--- src/rtl/spi_slave_fifo_core.sv ---
// spi_slave_fifo_core
// SPI slave with TX and RX FIFOs for CS-framed multi-word bursts. Supports
// all four CPOL/CPHA modes and MSB- or LSB-first ordering. The SPI pins are
// oversampled in the system clock domain. Overflow, underflow and truncated
// frames are flagged with single-cycle pulses.
module spi_slave_fifo_core #(
  parameter int DATA_WIDTH  = 16,
  parameter int FIFO_DEPTH  = 8,
  parameter int SYNC_STAGES = 2
) (
  input  logic                          i_sys_clk,
  input  logic                          i_sys_rst_n,
  input  logic                          i_spi_sclk,
  input  logic                          i_spi_mosi,
  output logic                          o_spi_miso,
  input  logic                          i_spi_cs_n,
  input  logic                          i_cpol,
  input  logic                          i_cpha,
  input  logic                          i_lsb_first,
  input  logic [DATA_WIDTH-1:0]         i_tx_data,
  input  logic                          i_tx_valid,
  output logic                          o_tx_ready,
  output logic [DATA_WIDTH-1:0]         o_rx_data,
  output logic                          o_rx_valid,
  input  logic                          i_rx_ready,
  output logic [$clog2(FIFO_DEPTH):0]   o_tx_level,
  output logic [$clog2(FIFO_DEPTH):0]   o_rx_level,
  output logic                          o_tx_underflow,
  output logic                          o_rx_overflow,
  output logic                          o_frame_err,
  output logic                          o_spi_active
);

  localparam int PTR_W = $clog2(FIFO_DEPTH);
  localparam int CNT_W = $clog2(DATA_WIDTH);
  localparam logic [CNT_W-1:0] CNT_LAST  = CNT_W'(DATA_WIDTH - 1);
  localparam logic [CNT_W-1:0] CNT_ONE   = CNT_W'(1);
  localparam logic [PTR_W:0]   PTR_ONE   = (PTR_W + 1)'(1);
  localparam logic [PTR_W:0]   PTR_DEPTH = (PTR_W + 1)'(FIFO_DEPTH);

  typedef enum logic {
    ST_IDLE,
    ST_ACTIVE
  } frame_state_t;

  frame_state_t state_q, state_d;

  logic [SYNC_STAGES-1:0] sclk_sync, mosi_sync, cs_sync;
  logic                   sclk_d, cs_d;
  logic                   sclk_s, mosi_s, cs_s;
  logic                   sclk_rise, sclk_fall, cs_fall, cs_rise;

  logic                   cpol_q, cpha_q, lsb_q;
  logic [CNT_W-1:0]       bit_cnt_q;
  logic                   reload_pending_q;
  logic                   seen_sample_q;
  logic [DATA_WIDTH-1:0]  tx_sh_q, rx_sh_q;

  logic                   frame_start, frame_end, in_frame;
  logic                   lead_edge, trail_edge;
  logic                   sample_evt, shift_evt, word_done, tx_load;
  logic [DATA_WIDTH-1:0]  rx_next, tx_shifted, tx_load_word;

  logic [DATA_WIDTH-1:0]  tx_mem [FIFO_DEPTH];
  logic [DATA_WIDTH-1:0]  rx_mem [FIFO_DEPTH];
  logic [PTR_W:0]         tx_wr_ptr, tx_rd_ptr, rx_wr_ptr, rx_rd_ptr;
  logic                   tx_full, tx_empty, rx_full, rx_empty;
  logic                   tx_wr, tx_pop, rx_push, rx_wr, rx_pop;

  // Bring the SPI pins into the system clock domain and keep one extra
  // copy of SCLK and CS_n for edge detection.
  always_ff @(posedge i_sys_clk or negedge i_sys_rst_n) begin
    if (!i_sys_rst_n) begin
      sclk_sync <= '0;
      mosi_sync <= '0;
      cs_sync   <= '1;
      sclk_d    <= 1'b0;
      cs_d      <= 1'b1;
    end else begin
      sclk_sync <= {sclk_sync[SYNC_STAGES-2:0], i_spi_sclk};
      mosi_sync <= {mosi_sync[SYNC_STAGES-2:0], i_spi_mosi};
      cs_sync   <= {cs_sync[SYNC_STAGES-2:0], i_spi_cs_n};
      sclk_d    <= sclk_sync[SYNC_STAGES-1];
      cs_d      <= cs_sync[SYNC_STAGES-1];
    end
  end

  assign sclk_s    = sclk_sync[SYNC_STAGES-1];
  assign mosi_s    = mosi_sync[SYNC_STAGES-1];
  assign cs_s      = cs_sync[SYNC_STAGES-1];
  assign sclk_rise = sclk_s & ~sclk_d;
  assign sclk_fall = ~sclk_s & sclk_d;
  assign cs_fall   = ~cs_s & cs_d;
  assign cs_rise   = cs_s & ~cs_d;

  // Frame state register.
  always_ff @(posedge i_sys_clk or negedge i_sys_rst_n) begin
    if (!i_sys_rst_n) begin
      state_q <= ST_IDLE;
    end else begin
      state_q <= state_d;
    end
  end

  // Frame sequencing: open on a synced CS fall, close on a synced CS rise.
  always_comb begin
    state_d     = state_q;
    frame_start = 1'b0;
    frame_end   = 1'b0;
    case (state_q)
      ST_IDLE: begin
        if (cs_fall) begin
          state_d     = ST_ACTIVE;
          frame_start = 1'b1;
        end
      end
      ST_ACTIVE: begin
        if (cs_rise) begin
          state_d   = ST_IDLE;
          frame_end = 1'b1;
        end
      end
      default: state_d = ST_IDLE;
    endcase
  end

  // Classify SCLK edges into sample and shift events for the latched mode;
  // shift edges before the first sample of a frame are suppressed.
  always_comb begin
    lead_edge    = cpol_q ? sclk_fall : sclk_rise;
    trail_edge   = cpol_q ? sclk_rise : sclk_fall;
    in_frame     = (state_q == ST_ACTIVE) && !frame_end;
    sample_evt   = in_frame && (cpha_q ? trail_edge : lead_edge);
    shift_evt    = in_frame && seen_sample_q && (cpha_q ? lead_edge : trail_edge);
    word_done    = sample_evt && (bit_cnt_q == CNT_LAST);
    tx_load      = frame_start || (shift_evt && reload_pending_q);
    rx_next      = lsb_q ? {mosi_s, rx_sh_q[DATA_WIDTH-1:1]}
                         : {rx_sh_q[DATA_WIDTH-2:0], mosi_s};
    tx_shifted   = lsb_q ? {1'b0, tx_sh_q[DATA_WIDTH-1:1]}
                         : {tx_sh_q[DATA_WIDTH-2:0], 1'b0};
    tx_load_word = tx_empty ? '0 : tx_mem[tx_rd_ptr[PTR_W-1:0]];
  end

  // Shift registers, bit counter and per-frame mode latch.
  always_ff @(posedge i_sys_clk or negedge i_sys_rst_n) begin
    if (!i_sys_rst_n) begin
      cpol_q           <= 1'b0;
      cpha_q           <= 1'b0;
      lsb_q            <= 1'b0;
      bit_cnt_q        <= '0;
      reload_pending_q <= 1'b0;
      seen_sample_q    <= 1'b0;
      tx_sh_q          <= '0;
      rx_sh_q          <= '0;
    end else if (frame_start) begin
      cpol_q           <= i_cpol;
      cpha_q           <= i_cpha;
      lsb_q            <= i_lsb_first;
      bit_cnt_q        <= '0;
      reload_pending_q <= 1'b0;
      seen_sample_q    <= 1'b0;
      rx_sh_q          <= '0;
      tx_sh_q          <= tx_load_word;
    end else if (frame_end) begin
      bit_cnt_q        <= '0;
      reload_pending_q <= 1'b0;
      seen_sample_q    <= 1'b0;
      rx_sh_q          <= '0;
      tx_sh_q          <= '0;
    end else if (sample_evt) begin
      rx_sh_q       <= rx_next;
      seen_sample_q <= 1'b1;
      if (word_done) begin
        bit_cnt_q        <= '0;
        reload_pending_q <= 1'b1;
      end else begin
        bit_cnt_q <= bit_cnt_q + CNT_ONE;
      end
    end else if (shift_evt) begin
      if (reload_pending_q) begin
        tx_sh_q          <= tx_load_word;
        reload_pending_q <= 1'b0;
      end else begin
        tx_sh_q <= tx_shifted;
      end
    end
  end

  assign o_spi_active = (state_q == ST_ACTIVE);
  assign o_spi_miso   = o_spi_active ? (lsb_q ? tx_sh_q[0] : tx_sh_q[DATA_WIDTH-1]) : 1'b0;

  assign tx_empty   = (tx_wr_ptr == tx_rd_ptr);
  assign tx_full    = (o_tx_level == PTR_DEPTH);
  assign o_tx_level = tx_wr_ptr - tx_rd_ptr;
  assign o_tx_ready = !tx_full;
  assign tx_wr      = i_tx_valid && !tx_full;
  assign tx_pop     = tx_load && !tx_empty;

  // TX FIFO storage.
  always_ff @(posedge i_sys_clk) begin
    if (tx_wr) begin
      tx_mem[tx_wr_ptr[PTR_W-1:0]] <= i_tx_data;
    end
  end

  // TX FIFO pointers: host-side writes, SPI-side pops on load/reload.
  always_ff @(posedge i_sys_clk or negedge i_sys_rst_n) begin
    if (!i_sys_rst_n) begin
      tx_wr_ptr <= '0;
      tx_rd_ptr <= '0;
    end else begin
      if (tx_wr) tx_wr_ptr <= tx_wr_ptr + PTR_ONE;
      if (tx_pop) tx_rd_ptr <= tx_rd_ptr + PTR_ONE;
    end
  end

  assign rx_empty   = (rx_wr_ptr == rx_rd_ptr);
  assign rx_full    = (o_rx_level == PTR_DEPTH);
  assign o_rx_level = rx_wr_ptr - rx_rd_ptr;
  assign o_rx_valid = !rx_empty;
  assign o_rx_data  = rx_empty ? '0 : rx_mem[rx_rd_ptr[PTR_W-1:0]];
  assign rx_push    = word_done;
  assign rx_pop     = i_rx_ready && !rx_empty;
  assign rx_wr      = rx_push && (!rx_full || rx_pop);

  // RX FIFO storage; a full FIFO still accepts a word when a read frees a slot.
  always_ff @(posedge i_sys_clk) begin
    if (rx_wr) begin
      rx_mem[rx_wr_ptr[PTR_W-1:0]] <= rx_next;
    end
  end

  // RX FIFO pointers: SPI-side pushes, host-side reads.
  always_ff @(posedge i_sys_clk or negedge i_sys_rst_n) begin
    if (!i_sys_rst_n) begin
      rx_wr_ptr <= '0;
      rx_rd_ptr <= '0;
    end else begin
      if (rx_wr) rx_wr_ptr <= rx_wr_ptr + PTR_ONE;
      if (rx_pop) rx_rd_ptr <= rx_rd_ptr + PTR_ONE;
    end
  end

  // Single-cycle status pulses.
  always_ff @(posedge i_sys_clk or negedge i_sys_rst_n) begin
    if (!i_sys_rst_n) begin
      o_tx_underflow <= 1'b0;
      o_rx_overflow  <= 1'b0;
      o_frame_err    <= 1'b0;
    end else begin
      o_tx_underflow <= tx_load && tx_empty;
      o_rx_overflow  <= rx_push && rx_full && !rx_pop;
      o_frame_err    <= frame_end && (bit_cnt_q != '0);
    end
  end

endmodule

--- config.mk ---
export PLATFORM = sky130hd
export DESIGN_NAME = spi_slave_fifo_core
export DESIGN_NICKNAME = d
export VERILOG_FILES = /design/src/rtl/spi_slave_fifo_core.sv
export SDC_FILE = /design/constraint.sdc
export NUM_CORES = 1
export LEC_CHECK = 0
export ABC_CLOCK_PERIOD_IN_PS = 4500
export BUFFER_PORTS_ARGS = -buffer_cell sky130_fd_sc_hd__buf_2
export CORE_ASPECT_RATIO = 0.8
export CORE_UTILIZATION = 61
export CTS_BUF_LIST = sky130_fd_sc_hd__clkbuf_16
export DETAILED_ROUTE_END_ITERATION = 7
export PLACE_DENSITY = 0.89
export SYNTH_ARGS = -nofsm -noshare
export SYNTH_HDL_FRONTEND = slang
export SYNTH_SLANG_ARGS = --single-unit
export TNS_END_PERCENT = 50
--- constraint.sdc ---
create_clock -name i_sys_clk -period 4.5 [get_ports i_sys_clk]
set_clock_uncertainty 0.05 [all_clocks]
set_input_delay 0.675 -clock i_sys_clk [delete_from_list [all_inputs] [get_ports i_sys_clk]]
set_output_delay 0.675 -clock i_sys_clk [all_outputs]
set_load 0.01 [all_outputs]
# Yosys cells after proc, flatten, opt, wreduce, memory -nomap -nowiden
# Memories as Yosys holds them, arrays and structs flattened.
# Index checks and enable logic that the tools add are counted.
# W data, S select, Z words.
# classes
addsub	7
n_eq_ne	7
muxes	40
n_bitwise	9
n_reduce_logical	28
# op_table
op	n
$mux W16	12
$mux W1	23
$add A4 B1 Y4 const B	5
$mux W4	4
$logic_and A1 B1 Y1	14
$eq A4 B4 Y1 const B	3
$eq A4 B4 Y1	2
$reduce_bool A4 Y1	2
$sub A4 B4 Y4	2
$logic_not A1 Y1	6
$reduce_bool A3 Y1	2
$not A1 Y1	5
$and A1 B1 Y1	4
$ne A4 B3 Y1 const B	1
$reduce_and A2 Y1	2
$ne A3 B3 Y1 const B	1
$logic_or A1 B1 Y1	2
$pmux W1 S2	1
# totals
reg_bits	69
mem_bits_rw	256
input_bits	26
out_inout_bits	31
word_cells	114
mem_count	2
# memory_table
name	depth	width	read_ports	rd_ports_with_merged_regs	write_ports	line_no	rtl
rx_mem	8	16	1	0	1	65	logic [DATA_WIDTH-1:0] rx_mem [FIFO_DEPTH];
tx_mem	8	16	1	0	1	64	logic [DATA_WIDTH-1:0] tx_mem [FIFO_DEPTH];

# Depth between registers and ports, before layout
# depth
depth_word	12
ltp_mapped	13
mapped_depth_nobuf	9

# Worst setup path before layout
# Ideal clock, no wire load.
# synth_path
path_kind	register to register
startpoint	reg tx_rd_ptr[1]
endpoint	mem tx_mem[2][0] (enable)
setup_ns	0.436
arrival_time_ns	3.683
required_time_ns	4.014
setup_slack_ns	0.331
stages_incl_launch_ff	10
synth_period_minus_slack_ns	4.169
path_cell_list	dfrtp_1 > buf_2 > buf_4 > buf_2 > inv_1 > fa_1 > xor2_1 > or3_1 > o31ai_2 > nor4b_1
# synth_via
elab_chain_cells	6
# synth_rtl
item	line_no	rtl
start, declared	66	logic [PTR_W:0] tx_wr_ptr, tx_rd_ptr, rx_wr_ptr, rx_rd_ptr;
start signal, assigned	213	if (tx_pop) tx_rd_ptr <= tx_rd_ptr + PTR_ONE;
$sub A4 B4 Y4	194	assign o_tx_level = tx_wr_ptr - tx_rd_ptr;
net o_tx_level[2]	26	output logic [$clog2(FIFO_DEPTH):0] o_tx_level,
$eq A4 B4 Y1	193	assign tx_full = (o_tx_level == PTR_DEPTH);
$logic_not A1 Y1	196	assign tx_wr = i_tx_valid && !tx_full;
$logic_and A1 B1 Y1	196	
$mux W1	201	if (tx_wr) begin
$mux W1 (not written as such)	202	tx_mem[tx_wr_ptr[PTR_W-1:0]] <= i_tx_data;
end, declared	64	
# The timed path passes the listed nets, and every way through them passes these cells.

# Worst setup path in the final report
# layout_path
startpoint	reg rx_rd_ptr[2]
endpoint	out o_rx_level[3]
# layout_via
elab_chain_cells	1
# layout_rtl
item	line_no	rtl
start, declared	66	
start signal, assigned	240	if (rx_pop) rx_rd_ptr <= rx_rd_ptr + PTR_ONE;
$sub A4 B4 Y4	219	assign o_rx_level = rx_wr_ptr - rx_rd_ptr;
end, declared	27	output logic [$clog2(FIFO_DEPTH):0] o_rx_level,
# Every way passes these cells.

==> out/metrics.yaml <==
outcome:
  status: "finished clean"
floorplan:
  dieHeight_um: 136
  dieArea_um2: 23000
  row_count: 48
  num_io_pins: 57
  coreArea_um2: 21700
  die_w_um: 169
  initial_core_util: 0.627
yosys:
  yosys.area_share.simple: 0.0627
  synth.avg_cell_area_um2: 15.8
  synthCells: 865
  yosysUniqueCellTypes: 52
  synth-seq-cells: 325
  synth_edf_count: 256
  yosysWarnings: 0
  synth_fa_ha_area_frac: 0.0139
  synthMuxAreaShare: 0.135
  synth_top_family_by_area: "multiplexers"
  synth_compound_area_frac: 0.0669
  synth_fp_nets: 905
  synth_area_um2: 13600
  ys_seq_area_frac: 0.691
  async_flop_share: 0.212
  ys.flop_type: "edfxtp_1"
  synth_xor_area_frac: 0.0103
placed_design:
  io_buffer_count: 56
  dp_slack_ns: 0.878
  dpl.hpwl_um: 18500
  post_dp_cell_area_um2: 14300
  place_congestion: 0.823
worst_setup_path:
  cp_slowest_cell: "ha_1"
  worstSetupEndpointType: "output pin"
  worst-path-buf-inv: 3
  crit_cells: 7
  cp_cell_sequence: "buf_4 > clkinv_1 > ha_1 > o21ai_0 > a21oi_1 > nor2_1 > buf_2"
  cp_top_family: "buffers and inverters"
  cp.arrival_ns: 3.10
  cp_max_fo: 19
  start_kind: "flip-flop"
  required_ns: 3.77
  max_stage_delay_ns: 0.55
  r2r_cells: 7
  critPathKind: "reg -> out"
final_layout:
  final_common_cell: "edfxtp_1"
  fillCellCount: 1295
  drive_above_1_share: 0.257
  postLayoutCoreUtil: 0.702
  area_delta_synth_final_pct: 11.9
  nNetsFinal: 968
  n_antenna_cell: 0
  post-route-cell-area_um2: 15300
  layout_common_cells: "edfxtp_1, nand2_1, dfrtp_1"
sta:
  whs_ns: 0.179
  slew_violations: 0
  period_needed_ns: 3.83
  period_share: 0.851
  layout_setup_ws_ns: 0.671
  final_hold_viol_count: 0
  tightest_slew_ns: 1.37
  grt_setup_unrepaired: "no"
  slew_headroom: 0.0897
  setup_viol: 0
  clock.fmax_ghz: 0.261
  finalSetupTns_ns: 0
run:
  max-cap-violations: 0
clock_tree:
  cts_hold_buf: 0
  tritoncts: "built"
  clkTransAtPathRegs_ns: 0.07
  cts_root_buf: "clkbuf_16"
  cts.repair.resized: 0
  clk_latency_ns: 0.55
  numCtsBuffers: 30
  cts.htree.levels: 1
  post-cts-setup-buffers: 0
  clock_sinks: 325
  clockBufferDepth: 3
routing:
  drc: 0
  ant_nets: 0
  routed_wl_um: 32100
  drt-pass1-iter-count: 6
  wl_per_cell_um: 25.6
  via_per_inst: 6.64
  dr.first_iter.drc_count: 1142
  dr_total_vias: 8316
grt:
  grt_max_degree: 70
  grt-ovfl-total: 0
  grt_pass1_wl_um: 48700
  antenna_found_initial: 0
  grt_use_total: 0.287
  grt_pass1_vias: 8227
pwr:
  powerDensity_nw_per_um2: 537
  cellLeakagePower_nw: 5.85
  peakVddDrop_mv: 0.528
worst_hold_path:
  hold_class: "in -> reg"
  holdPathStages: 1
[flip-flops by register name, summed over array words and instances, names as in the netlist, 2 cells and up]
signal,flops
rx_wr_ptr,4
tx_wr_ptr,4
tx_sh_q,16
rx_mem,128
tx_mem,128
mosi_sync,2
rx_rd_ptr,4
sclk_sync,2
cs_sync,2
bit_cnt_q,4
tx_rd_ptr,4
rx_sh_q,16
[worst reg2reg max path, delay by kind of cell, from the launching register on]
family / cells / cell delay, ns
flops: 1 / 0.33
buf+inv: 2 / 0.72
fa+ha+maj: 1 / 0.55
compound gates: 3 / 0.86
simple gates: 1 / 0.84
[synthesized netlist by cell type, drive strengths merged, types with 19 or more instances]
cell type  number  share of area
edfxtp        256           0.56
mux2           63          0.052
o21ai          23         0.0093
a21oi          39          0.014
mux4           38          0.063
and3           19         0.0087
nand2          82          0.023
buf            22         0.0084
dfrtp          66           0.12
clkbuf         26         0.0072
nor2           34         0.0095
mux2i          27          0.020
[metal layers]
metal | wire, um | vias to the layer above | global-route usage
met5 | 0 | - | 0
met4 | 1330 | 0 | 0.113
met3 | 3320 | 110 | 0.0488
met2 | 15600 | 638 | 0.464
met1 | 11800 | 4127 | 0.394
li1 | - | 3441 | -
[metrics by stage]
| stage | std cells | total power [mW] |
|---|---|---|
| 3_5_place_dp | 1196 | 5.70 |
| 5_1_grt | 1252 | 8.48 |
| 3_3_place_gp | 1196 | 5.58 |
| 2_1_floorplan | 865 | 5.17 |
| 4_1_cts | 1252 | 8.15 |
| 6_report | 1252 | 8.19 |
[worst paths after layout]
check | startpoint | slack (ns) | endpoint
min | i_spi_cs_n | 0.18 | cs_sync[0]$_DFF_PN1_
max reg2reg | rx_rd_ptr[2]$_DFFE_PN0P_ | 0.76 | rx_mem[7][14]$_DFFE_PP_
min in group asynchronous | i_sys_rst_n | 0.21 | rx_rd_ptr[2]$_DFFE_PN0P_
max | rx_rd_ptr[2]$_DFFE_PN0P_ | 0.67 | o_rx_level[3]
min reg2reg | mosi_sync[0]$_DFF_PN0_ | 0.30 | mosi_sync[1]$_DFF_PN0_
max in group asynchronous | i_sys_rst_n | 3.50 | tx_rd_ptr[1]$_DFFE_PN0P_
[power by group]
part | internal, mW | switching, mW | total (mW) | leakage (nW)
clock | 1.35 | 1.05 | 2.40 | 0.496
combinational | 0.787 | 1.16 | 1.94 | 2.02
sequential | 3.58 | 0.261 | 3.84 | 3.33
[cell type report]
| type | instances | area (um^2) | share of cell area |
|---|---|---|---|
| clock buffer | 31 | 776 | 0.0509 |
| clock inverter | 25 | 160 | 0.0105 |
| inverter | 19 | 71.3 | 0.00468 |
| multi-input combinational | 473 | 4000 | 0.262 |
| sequential | 325 | 9420 | 0.618 |
| tap | 300 | 375 | 0.0246 |
| timing repair buffer | 79 | 455 | 0.0299 |
[logic make-up after synthesis]
family,count (synthesis)
xor gates and xnor gates,16
adders and majority gates,14
and+or+nand+nor,181
buffers and inverters,67
AOI/OAI and AO/OA,134
DFF,325
muxes,128
Power figures use the tool's default switching activity.
